--- config.mk ---
export PLATFORM = sky130hd
export DESIGN_NAME = unified_mem_arbiter
export DESIGN_NICKNAME = d
export VERILOG_FILES = /design/src/rtl/arb_pkg.sv /design/src/rtl/arb_starve_cnt.sv /design/src/rtl/unified_mem_arbiter.sv
export SDC_FILE = /design/constraint.sdc
export NUM_CORES = 1
export LEC_CHECK = 0
export BUFFER_PORTS_ARGS = -buffer_cell sky130_fd_sc_hd__buf_2
export CAP_MARGIN = 20
export CORE_MARGIN = 4
export CORE_UTILIZATION = 33
export CTS_CLUSTER_DIAMETER = 40
export DETAILED_ROUTE_END_ITERATION = 8
export PLACE_DENSITY = 0.9
export SYNTH_ARGS = -nofsm -noshare
export SYNTH_HDL_FRONTEND = slang
export SYNTH_HIERARCHICAL = 1
export SYNTH_SLANG_ARGS = --single-unit
--- constraint.sdc ---
create_clock -name clk -period 2.85 [get_ports clk]
set_input_delay 0.57 -clock clk [delete_from_list [all_inputs] [get_ports clk]]
set_output_delay 0.57 -clock clk [all_outputs]
set_load 0.05 [all_outputs]
--- src/rtl/arb_pkg.sv ---
// Shared types and default widths for the unified instruction/data memory arbiter.
package arb_pkg;

    typedef enum logic [1:0] {
        OWN_NONE,
        OWN_I,
        OWN_D,
        OWN_L
    } owner_t;

    localparam int ARB_ADDR_WIDTH = 8;
    localparam int ARB_DATA_WIDTH = 16;
    // Wide enough for the largest supported STARVE_LIMIT (15).
    localparam int STARVE_CNT_W   = 4;

endpackage

--- src/rtl/arb_starve_cnt.sv ---
// Saturating fetch-denial counter; at_limit_o forces fetch to win the next contention.
// Latency: registered count, at_limit_o is combinational from the count register.
// Backpressure: none; hold_i freezes the count, clr_i beats inc_i.
module arb_starve_cnt
    import arb_pkg::*;
#(
    parameter int STARVE_LIMIT = 4
) (
    input  logic clk,
    input  logic rst,
    input  logic inc_i,
    input  logic clr_i,
    input  logic hold_i,
    output logic at_limit_o
);

    localparam logic [STARVE_CNT_W-1:0] LIMIT = STARVE_CNT_W'(STARVE_LIMIT);

    logic [STARVE_CNT_W-1:0] cnt_q, cnt_d;

    always_comb begin
        cnt_d = cnt_q;
        if (!hold_i) begin
            if (clr_i) begin
                cnt_d = '0;
            end else if (inc_i && (cnt_q != LIMIT)) begin
                cnt_d = cnt_q + 1'b1;
            end
        end
    end

    always_ff @(posedge clk) begin
        if (rst) begin
            cnt_q <= '0;
        end else begin
            cnt_q <= cnt_d;
        end
    end

    assign at_limit_o = (cnt_q == LIMIT);

endmodule

--- src/rtl/unified_mem_arbiter.sv ---
// Shares one single-port SRAM between fetch and data ports; data has priority, a starvation counter rescues fetch.
// Latency: grant is combinational in cycle N, read data and rvalid appear in cycle N+1 for one cycle.
// Backpressure: a request without grant must be held; the core stalls on it. ARB_LOADER_EN adds a top-priority loader write port.
module unified_mem_arbiter
    import arb_pkg::*;
#(
    parameter int ADDR_WIDTH   = ARB_ADDR_WIDTH,
    parameter int DATA_WIDTH   = ARB_DATA_WIDTH,
    parameter int STARVE_LIMIT = 4
) (
    input  logic                  clk,
    input  logic                  rst,
    input  logic                  im_rd,
    input  logic [ADDR_WIDTH-1:0] im_addr,
    output logic                  im_gnt,
    output logic                  im_rvalid,
    output logic [DATA_WIDTH-1:0] im_r_data,
    input  logic                  dm_rd,
    input  logic                  dm_wr,
    input  logic [ADDR_WIDTH-1:0] dm_addr,
    input  logic [DATA_WIDTH-1:0] dm_w_data,
    output logic                  dm_gnt,
    output logic                  dm_rvalid,
    output logic [DATA_WIDTH-1:0] dm_r_data,
`ifdef ARB_LOADER_EN
    input  logic                  ld_wr,
    input  logic [ADDR_WIDTH-1:0] ld_addr,
    input  logic [DATA_WIDTH-1:0] ld_data,
    output logic                  ld_gnt,
`endif
    output logic                  mem_en,
    output logic                  mem_we,
    output logic [ADDR_WIDTH-1:0] mem_addr,
    output logic [DATA_WIDTH-1:0] mem_w_data,
    input  logic [DATA_WIDTH-1:0] mem_r_data
);

    owner_t                  resp_owner_q, resp_owner_d;
    logic                    at_limit;
    logic                    dm_req;
    logic                    ld_g;
    logic                    core_ok;
    logic [ADDR_WIDTH-1:0]   ld_a;
    logic [DATA_WIDTH-1:0]   ld_d;

`ifdef ARB_LOADER_EN
    assign ld_g    = ~rst & ld_wr;
    assign core_ok = ~ld_wr;
    assign ld_a    = ld_addr;
    assign ld_d    = ld_data;
    assign ld_gnt  = ld_g;
`else
    assign ld_g    = 1'b0;
    assign core_ok = 1'b1;
    assign ld_a    = '0;
    assign ld_d    = '0;
`endif

    assign dm_req = dm_rd | dm_wr;

    always_comb begin
        im_gnt = 1'b0;
        dm_gnt = 1'b0;
        if (!rst && core_ok) begin
            if (at_limit && im_rd) begin
                im_gnt = 1'b1;
            end else if (dm_req) begin
                dm_gnt = 1'b1;
            end else if (im_rd) begin
                im_gnt = 1'b1;
            end
        end
    end

    // A combined dm_rd/dm_wr request is a write and never produces read data.
    always_comb begin
        mem_en     = ld_g | im_gnt | dm_gnt;
        mem_we     = ld_g | (dm_gnt & dm_wr);
        mem_addr   = '0;
        mem_w_data = '0;
        if (ld_g) begin
            mem_addr   = ld_a;
            mem_w_data = ld_d;
        end else if (dm_gnt) begin
            mem_addr = dm_addr;
            if (dm_wr) begin
                mem_w_data = dm_w_data;
            end
        end else if (im_gnt) begin
            mem_addr = im_addr;
        end
    end

    always_comb begin
        resp_owner_d = OWN_NONE;
        if (im_gnt) begin
            resp_owner_d = OWN_I;
        end else if (dm_gnt && !dm_wr) begin
            resp_owner_d = OWN_D;
        end
    end

    always_ff @(posedge clk) begin
        if (rst) begin
            resp_owner_q <= OWN_NONE;
        end else begin
            resp_owner_q <= resp_owner_d;
        end
    end

    // Gating on rst drops a read that was in flight when reset arrived.
    assign im_rvalid = ~rst & (resp_owner_q == OWN_I);
    assign dm_rvalid = ~rst & (resp_owner_q == OWN_D);
    assign im_r_data = im_rvalid ? mem_r_data : '0;
    assign dm_r_data = dm_rvalid ? mem_r_data : '0;

    arb_starve_cnt #(
        .STARVE_LIMIT(STARVE_LIMIT)
    ) u_starve_cnt (
        .clk        (clk),
        .rst        (rst),
        .inc_i      (im_rd & ~im_gnt),
        .clr_i      (im_gnt | ~im_rd),
        .hold_i     (ld_g),
        .at_limit_o (at_limit)
    );

endmodule

Word-level counts from Yosys, hierarchy flattened
Cells that the tools add are included.
W data, S select, Z words.
{"block": "word_totals", "reg_bits": 6, "word_cells": 39, "input_bits": 53, "out_inout_bits": 62}
{"block": "op_classes", "n_eq_ne": 4, "mux": 15, "n_addsub": 1, "bitwise_logic": 10, "reduce_logical": 6}
{"cell": "$mux W16", "n": 4}
{"cell": "$mux W8", "n": 2}
{"cell": "$mux W1", "n": 8}
{"cell": "$add A4 B1 Y4 const B", "n": 1}
{"cell": "$and A1 B1 Y1", "n": 4}
{"cell": "$eq A4 B3 Y1 const B", "n": 1}
{"cell": "$ne A4 B3 Y1 const B", "n": 1}
{"cell": "$reduce_or A2 Y1", "n": 2}
{"cell": "$logic_and A1 B1 Y1", "n": 3}
{"cell": "$not A1 Y1", "n": 3}
{"cell": "$or A1 B1 Y1", "n": 3}
{"cell": "$eq A2 B1 Y1 const B", "n": 1}
{"cell": "$eq A2 B2 Y1 const B", "n": 1}
{"cell": "$mux W2", "n": 1}
{"cell": "$logic_not A1 Y1", "n": 1}

Logic depth before layout (Yosys ltp)
Gate-level depths: netlist of the first run.
{"block": "logic_depth", "word_depth": 7, "ltp_mapped": 9, "ltp_nobuf": 9}

Hierarchy
The synthesis of the first run kept the hierarchy.
{"mod": "unified_mem_arbiter", "n_inst": 1, "seq_area_each_um2": 40.0, "area_each_um2": 575.6, "cells_per_inst": 78}
{"mod": "arb_starve_cnt", "n_inst": 1, "seq_area_each_um2": 80.1, "area_each_um2": 266.5, "cells_per_inst": 28}

Worst setup path before layout of the first run
No wires, ideal clock.
{"block": "synth_path", "path_type": "reg-to-output", "from": "register u_starve_cnt.cnt_q[0]", "to": "output port mem_addr[0]", "path_buffers": 1, "stages_incl_launch_ff": 8, "required_time_ns": 2.280, "arrival_ns": 1.863, "path_slack_ns": 0.417, "cell_sequence": "dfxtp_1 -> inv_1 -> ha_1 -> and3b_4 -> a21oi_2 -> o21a_1 -> buf_6 -> a22o_1"}
{"block": "synth_via", "word_cells_on_any_way": 8, "classes_between": "eq/ne: 1; mux: 6; reduce/logical: 1"}
{"element": "from (decl)", "line_no": "arb_starve_cnt.sv:19", "source": "logic [STARVE_CNT_W-1:0] cnt_q, cnt_d;"}
{"element": "from (signal assigned)", "line_no": "arb_starve_cnt.sv:36", "source": "cnt_q <= cnt_d;"}
{"element": "$eq A4 B3 Y1", "line_no": "arb_starve_cnt.sv:40", "source": "assign at_limit_o = (cnt_q == LIMIT);"}
{"element": "named net at_limit", "line_no": "unified_mem_arbiter.sv:39", "source": "logic at_limit;"}
{"element": "$logic_and A1 B1 Y1", "line_no": "unified_mem_arbiter.sv:65", "source": "if (at_limit && im_rd) begin"}
{"element": "$mux W1", "line_no": "unified_mem_arbiter.sv:65"}
{"element": "$mux W1", "line_no": "unified_mem_arbiter.sv:64", "source": "if (!rst && core_ok) begin"}
{"element": "named net dm_gnt", "line_no": "unified_mem_arbiter.sv:22", "source": "output logic dm_gnt,"}
{"element": "$mux W8", "line_no": "unified_mem_arbiter.sv:84", "source": "end else if (dm_gnt) begin"}
{"element": "to (decl)", "line_no": "unified_mem_arbiter.sv:33", "source": "output logic [ADDR_WIDTH-1:0] mem_addr,"}
The timed path passes the listed nets, and every way through them passes these cells.

Final worst setup path of the first run
{"block": "layout_path", "from": "register u_starve_cnt.cnt_q[0]", "to": "output port mem_addr[7]"}
{"block": "layout_via", "elab_chain_cells": 6, "word_cells_on_any_way": 8, "classes_between": "eq/ne: 1; mux: 6; reduce/logical: 1"}
{"element": "$eq A4 B3 Y1 *", "line_no": "arb_starve_cnt.sv:40"}
{"element": "named net at_limit", "line_no": "unified_mem_arbiter.sv:39"}
{"element": "$logic_and A1 B1 Y1 *", "line_no": "unified_mem_arbiter.sv:65"}
{"element": "$mux W1", "line_no": "unified_mem_arbiter.sv:65"}
{"element": "$mux W1", "line_no": "unified_mem_arbiter.sv:64"}
{"element": "$mux W8", "line_no": "unified_mem_arbiter.sv:89", "source": "end else if (im_gnt) begin"}
{"element": "$mux W8 *", "line_no": "unified_mem_arbiter.sv:84"}
Mark *: on every way through the listed nets, which the timed path passes. The rest lies on a longest branch.

==> summary.txt, run 1 <==
Run status
  • Status: completed

Pwr
  • PwrDens: approximately 260 nW/um2
  • LEAKAGE: approximately 0.95 nW
  • VDD IR-drop max: 0.220 mV

Global routing
  • Largest net degree at the start of global routing: 21
  • All-Layer GR Usage: 0.163
  • Initial antenna violation count: 0
  • Total grt overflow: 0
  • Vias in the first global route: approximately 1100
  • First-pass GRT wire length: between 4000 and 5000 um

Worst setup path
  • CP endpoint kind: output port
  • FF-to-FF setup slack: 0.59 ns
  • Levels on crit path: 7
  • Startpoint types: flop
  • Worst path buffer plus inverter count: 2
  • CP arrival: about 2.1 ns
  • CP Data Required Time: about 2.3 ns
  • CP Cell Sequence: inv_1, ha_1, and3b_4, a21oi_2, o21a_1, a22o_1, buf_2
  • Reg-to-reg endpoint: u_starve_cnt/cnt_q[0]
  • R2R depth: 8
  • CP max-delay cell: dfxtp_1
  • Critical path class: reg2out
  • Crit path max-delay family: compound AO/OA/AOI/OAI gates
  • Crit-path max cell delay: around 0.4 ns
  • Startpoint of the worst-slack reg-to-reg timing path: u_starve_cnt/cnt_q[0]
  • Crit Path Max Fanout: 11

Die
  • Die height: 58.5 um
  • Core Footprint: between 2000 and 2500 um2
  • Die area: 3420 um2
  • Die Wd: 58.5 um
  • Starting density of the core: 0.343
  • Rows: 18
  • I/O Pins: 115

STA
  • Endpoints failing setup: 0
  • Fmax: 378 MHz
  • Layout Skew: about 0.0013 ns
  • Sum Neg Setup Slack: 0 ns
  • RSZ-0062 raised after global routing: false
  • Crit share post-route: 0.927
  • Max Slew Vio Count: 0
  • Final hold violations: 0
  • Min Tclk post-route: 2.64 ns

Hold path
  • Worst Hold Class: reg2reg
  • Hold Crit Start: u_starve_cnt/cnt_q[3]
  • Hold path cells: 2
  • Hold Path End: u_starve_cnt/cnt_q[3]

Routing
  • Wire length per cell: between 10 and 15 um
  • Vias per inst: around 4.7
  • WL final: just under 3000 um
  • DRC viols: 0
  • Iter 0 DRT Violations: 40
  • Routed vias: 1189
  • Number of routed nets with antenna violations: 0
  • Pre-Repair DR Iteration Count: 4

Place
  • Post-DP HPWL: around 2500 um
  • Post-DP Area: 1440 um2
  • Gpl congestion: just under 0.8
  • Buffers on Ports: ~110
  • Placed cells: between 200 and 300

Finish
  • Final #Nets: between 200 and 300
  • Commonest non-fill, non-tap cell in the layout: buf_2
  • Commonest cells after routing, fill and taps aside: buf_2, and2_1, and3_1
  • Final std cells w/o fill: 253
  • P&R area growth vs syn: 73.4%
  • Antenna diodes: 0
  • Final instance area: ~1500 um2
  • Share of layout cells above drive strength 1: 0.601

Clocking
  • Clock Latency Late Sink: 0.24 ns
  • Root buffer cell: clkbuf_4
  • Clk buf depth: 2
  • Clk sinks: 6
  • Cts bufs inserted: 3
  • TritonCTS clock tree: done
  • Reg clk slew, reported paths: 0.04 ns
  • Cts hold-fix bufs: 0
  • Post-CTS Resized: 0
  • Buffer count from post-CTS setup fixing: 0
  • Htree depth: 1

Yosys
  • Cell area after synthesis: between 800 and 900 um2
  • Seq cells post-synth: 6
  • Post-synthesis async set-or-reset flop share: 0
  • Avg Cell Area, Syn: between 7 and 8 um2
  • Synth warn: 6
  • Post-synthesis sequential area ratio: 0.143
  • EDFF count, synth: 0
  • Synth Instances: 106
  • Synth cell types: 36
  • Post-synth top flop: dfxtp_1

Run
  • Max Cap Viol: 0
final cells by class:
| cell class | count | area, um2 |
|---|---|---|
| repair buffers | 117 | 593 |
| inverters | 3 | 11.3 |
| flip-flops and latches | 6 | 120 |
| fillers | 233 | 995 |
| well taps | 30 | 37.5 |
| multi-input cells | 94 | 676 |
| clock buffers | 3 | 22.5 |
cells in the mapped netlist (2+ instances only):
| cell type | count | area share |
|---|---|---|
| and2_1 | 33 | 0.25 |
| and3_1 | 9 | 0.067 |
| a22o_1 | 8 | 0.083 |
| and3_2 | 7 | 0.062 |
| dfxtp_1 | 6 | 0.14 |
| inv_1 | 3 | 0.013 |
| nand3_1 | 3 | 0.018 |
| and3b_1 | 2 | 0.021 |
| buf_4 | 2 | 0.018 |
| buf_6 | 2 | 0.027 |
| clkbuf_1 | 2 | 0.0089 |
| ha_1 | 2 | 0.030 |
| mux2i_1 | 2 | 0.024 |
| nand2b_1 | 2 | 0.015 |
| nor3b_2 | 2 | 0.030 |
sequential cells by signal, summed over array words and instances (netlist names):
register            cells
resp_owner_q            2
u_starve_cnt/cnt_q      4
how the worst max path moves through the flow:
stage,startpoint,end
after detailed placement,u_starve_cnt/cnt_q[0],mem_addr[7]
after floorplan,u_starve_cnt/cnt_q[0],mem_addr[0]
after global routing,u_starve_cnt/cnt_q[0],mem_addr[0]
after global placement,u_starve_cnt/cnt_q[0],mem_addr[7]
after CTS,u_starve_cnt/cnt_q[0],mem_addr[7]
final,u_starve_cnt/cnt_q[0],mem_addr[7]
metal layers:
layer	global-route usage	part of all wire
met5	0	0
met4	0.0430	0.0078
met3	0.0526	0.17
met2	0.346	0.51
met1	0.140	0.32
where the power goes:
group | total [W] | internal, W | switching, W | leakage, nW
Clock | 0.0000765 | 0.0000475 | 0.0000290 | 0.0138
Sequential | 0.0000878 | 0.0000861 | 0.00000167 | 0.0487
Combinational | 0.000212 | 0.0000687 | 0.000143 | 0.890
through the flow:
| stage | total power, W | hold slack (ns) | util | setup WS, ns |
|---|---|---|---|---|
| 2_1_floorplan | 0.000236 | 0.464 | - | 0.417 |
| 3_3_place_gp | 0.000300 | 0.490 | 0.586 | 0.527 |
| 3_5_place_dp | 0.000302 | 0.504 | 0.586 | 0.464 |
| 4_1_cts | 0.000382 | 0.510 | 0.595 | 0.197 |
| 5_1_grt | 0.000396 | 0.546 | 0.595 | 0.0423 |
| 6_report | 0.000376 | 0.513 | 0.595 | 0.207 |
worst register-to-register path, stage by stage, from the launching register on:
cell and delay, ns:
dfxtp_1 0.40, inv_1 0.07, ha_1 0.23, and3b_4 0.21, o21bai_1 0.16, and3b_1 0.31
or2b_1 0.32, or3_1 0.35, mux2i_1 0.14
logic make-up (layout without fill, tap and decap cells):
| logic type | count (synthesis) | count (layout) | share of synthesized area |
|---|---|---|---|
| flops | 6 | 6 | 0.143 |
| fa+ha+maj | 2 | 2 | 0.0297 |
| other cells | 1 | 5 | 0.00445 |
| mux | 2 | 2 | 0.0238 |
| simple gates | 70 | 70 | 0.580 |
| buf+inv | 10 | 123 | 0.0728 |
| compound gates | 15 | 15 | 0.147 |
(Power assumes the default switching activity.)
==> inputs of run 2 (changes only) <==
Settings changed: GPL_ROUTABILITY_DRIVEN set to 1, PLACE_DENSITY 0.9 to 0.92, SYNTH_HIERARCHICAL 1 to unset.
==> run 2 against run 1 <==
Net effect: global-route usage up 1.2 points; final area down 2.9%; non-clock buffer count down 1; first-iteration DRC count down 15%; die area down 2.8%; routed wire length up 5.6%; clock power down 3.4%; clock skew up 0.0018 ns; combinational power down 5%; critical endpoint is now mem_w_data[2]; highest routed layer unchanged.
==> summary.txt, run 2 <==
Run status
  • Status: completed

Yosys
  • Post-synthesis sequential area ratio: 0.147
  • Cell area after synthesis: around 810 um2
  • Avg Cell Area, Syn: between 7 and 8 um2
  • Post-synth top flop: dfxtp_1
  • Synth cell types: 21
  • Seq cells post-synth: 6
  • Synth Instances: about 110
  • Post-synthesis async set-or-reset flop share: 0
  • Yosys top cell by area: and2_1
  • Synth top cells by count: and2_1, inv_1, nand2b_1
  • Count leader, synth: and2_1
  • Synth Net Count: 169
  • Area share of the largest cell type after synthesis: 0.369
  • Main area contributors after synthesis: and2_1, dfxtp_1, o32ai_1
  • Synth warn: 0
  • EDFF count, synth: 0

Die
  • Die area: approximately 3300 um2
  • Core Footprint: 2280 um2
  • I/O Pins: 115
  • Starting density of the core: 0.358
  • Die height: about 58 um
  • Die Wd: ~58 um
  • Rows: 17

Global routing
  • Vias in the first global route: ~1100
  • GRT busiest layer: met2
  • Met1 usage: 0.181
  • Initial antenna violation count: 0
  • Met3 GRT Util: 0.0557
  • GRT met2 Usage: 0.344
  • First-pass GRT wire length: ~4800 um
  • All-Layer GR Usage: 0.175
  • Total grt overflow: 0
  • Largest net degree at the start of global routing: 25

Routing
  • Pre-Repair DR Iteration Count: 4
  • WL final: around 3100 um
  • Iter 0 DRT Violations: 34
  • Wire length per cell: about 12 um
  • Vias per inst: roughly 4.6
  • Number of routed nets with antenna violations: 0
  • Routed vias: approximately 1200
  • DRC viols: 0

Hold path
  • Worst Hold Class: reg2reg
  • Hold Crit Start: u_starve_cnt.cnt_q[0]

STA
  • Layout Skew: just over 0.003 ns
  • Fmax: roughly 370 MHz
  • Crit share post-route: 0.945
  • RSZ-0062 raised after global routing: false
  • Max Slew Vio Count: 0
  • Endpoints failing setup: 0
  • Sum Neg Setup Slack: 0 ns
  • Slew HR: 0.687
  • Final WS setup: 0.158 ns
  • Slew @ Worst Pin: around 0.47 ns
  • Final hold violations: 0
  • Min Tclk post-route: 2.69 ns

Worst setup path
  • FF-to-FF setup slack: roughly 1.3 ns
  • CP arrival: about 2.1 ns
  • Crit path launch: u_starve_cnt.cnt_q[0]
  • CP Data Required Time: approximately 2.3 ns
  • Startpoint of the worst-slack reg-to-reg timing path: u_starve_cnt.cnt_q[0]
  • Crit Path Max Fanout: 17
  • Critical path class: reg2out
  • CP endpoint kind: output port
  • Startpoint types: flop

Place
  • Post-DP HPWL: 2690 um
  • Gpl congestion: 0.817
  • Buffers on Ports: 114
  • Worst slack, placed: roughly 0.40 ns

Pwr
  • VDD IR-drop max: between 0.2 and 0.3 mV
  • PwrDens: 257 nW/um2
  • LEAKAGE: a little over 0.9 nW

Clocking
  • Htree depth: 1
  • Root buffer cell: clkbuf_4
  • TritonCTS clock tree: done
  • Cts bufs inserted: 3
  • Post-CTS Resized: 0
  • Cts hold-fix bufs: 0
  • Clk buf depth: 2
  • Clock Latency Late Sink: 0.23 ns
  • Reg clk slew, reported paths: about 0.04 ns
  • Clk sinks: 6
  • Buffer count from post-CTS setup fixing: 0

Finish
  • Antenna diodes: 0
  • Commonest non-fill, non-tap cell in the layout: buf_2
  • Most flop-heavy register: u_starve_cnt.cnt_q
  • Share of layout cells above drive strength 1: 0.537
  • Final #Nets: ~280
  • Largest regs: u_starve_cnt.cnt_q (4), resp_owner_q (2)
  • Largest register FFs: 4
  • P&R area growth vs syn: 74.0%
  • Commonest cells after routing, fill and taps aside: buf_2, and2_1, inv_1

Run
  • Max Cap Viol: 0
==> run 2: area by class of cell <==
class / count / area, um2
Clock buffer: 3 / 22.5
Multi-Input combinational cell: 91 / 613
Inverter: 11 / 41.3
Tap cell: 28 / 35.0
Timing Repair Buffer: 116 / 586
Sequential cell: 6 / 120
Fill cell: 229 / 858
==> run 2: kinds of logic after synthesis <==
group | after synthesis | synth area share
flip-flops | 6 | 0.147
AO/OA/AOI/OAI | 13 | 0.146
buffers and inverters | 17 | 0.0998
AND/OR/NAND/NOR | 75 | 0.564
adder cells (fa/ha/maj) | 2 | 0.0307
multiplexers | 1 | 0.0123
==> run 2: per-layer routing <==
metal	vias up	wire [um]
li1	596	-
met1	505	1070
met2	69	1630
met3	2	391
met4	0	6
met5	-	0
==> run 2: where the power goes <==
group          total [W]  internal, W  switching, W  leakage [nW]
Combinational   0.000202    0.0000633      0.000139         0.848
Clock          0.0000739    0.0000474     0.0000266        0.0138
Sequential     0.0000880    0.0000864    0.00000163        0.0488
Total           0.000364     0.000197      0.000167         0.911
==> run 2: critical path, stage by stage (launching register included) <==
cell	delay (ns)
dfxtp_1	0.38
inv_1	0.07
ha_1	0.23
and3b_1	0.28
a211oi_4	0.47
and2_1	0.20
buf_2	0.26
==> run 2: worst paths after layout <==
check,cells past startpoint,endpoint
worst min-delay path,1,u_starve_cnt.cnt_q[0]
worst max register to register,5,resp_owner_q[0]
worst min register to register,1,u_starve_cnt.cnt_q[0]
worst max-delay path,6,mem_w_data[2]
==> run 2: stage by stage <==
step                instance area (um2)  power (W)  std cells  hold slack, ns  utilization
finish                             1420   0.000364        255           0.506        0.623
global route                       1420   0.000385        255           0.533        0.623
CTS                                1420   0.000367        255           0.497        0.623
detailed placement                 1400   0.000293        252           0.492        0.613
global placement                   1400   0.000289        252           0.468        0.613
floorplan                           815   0.000224        114           0.451            -
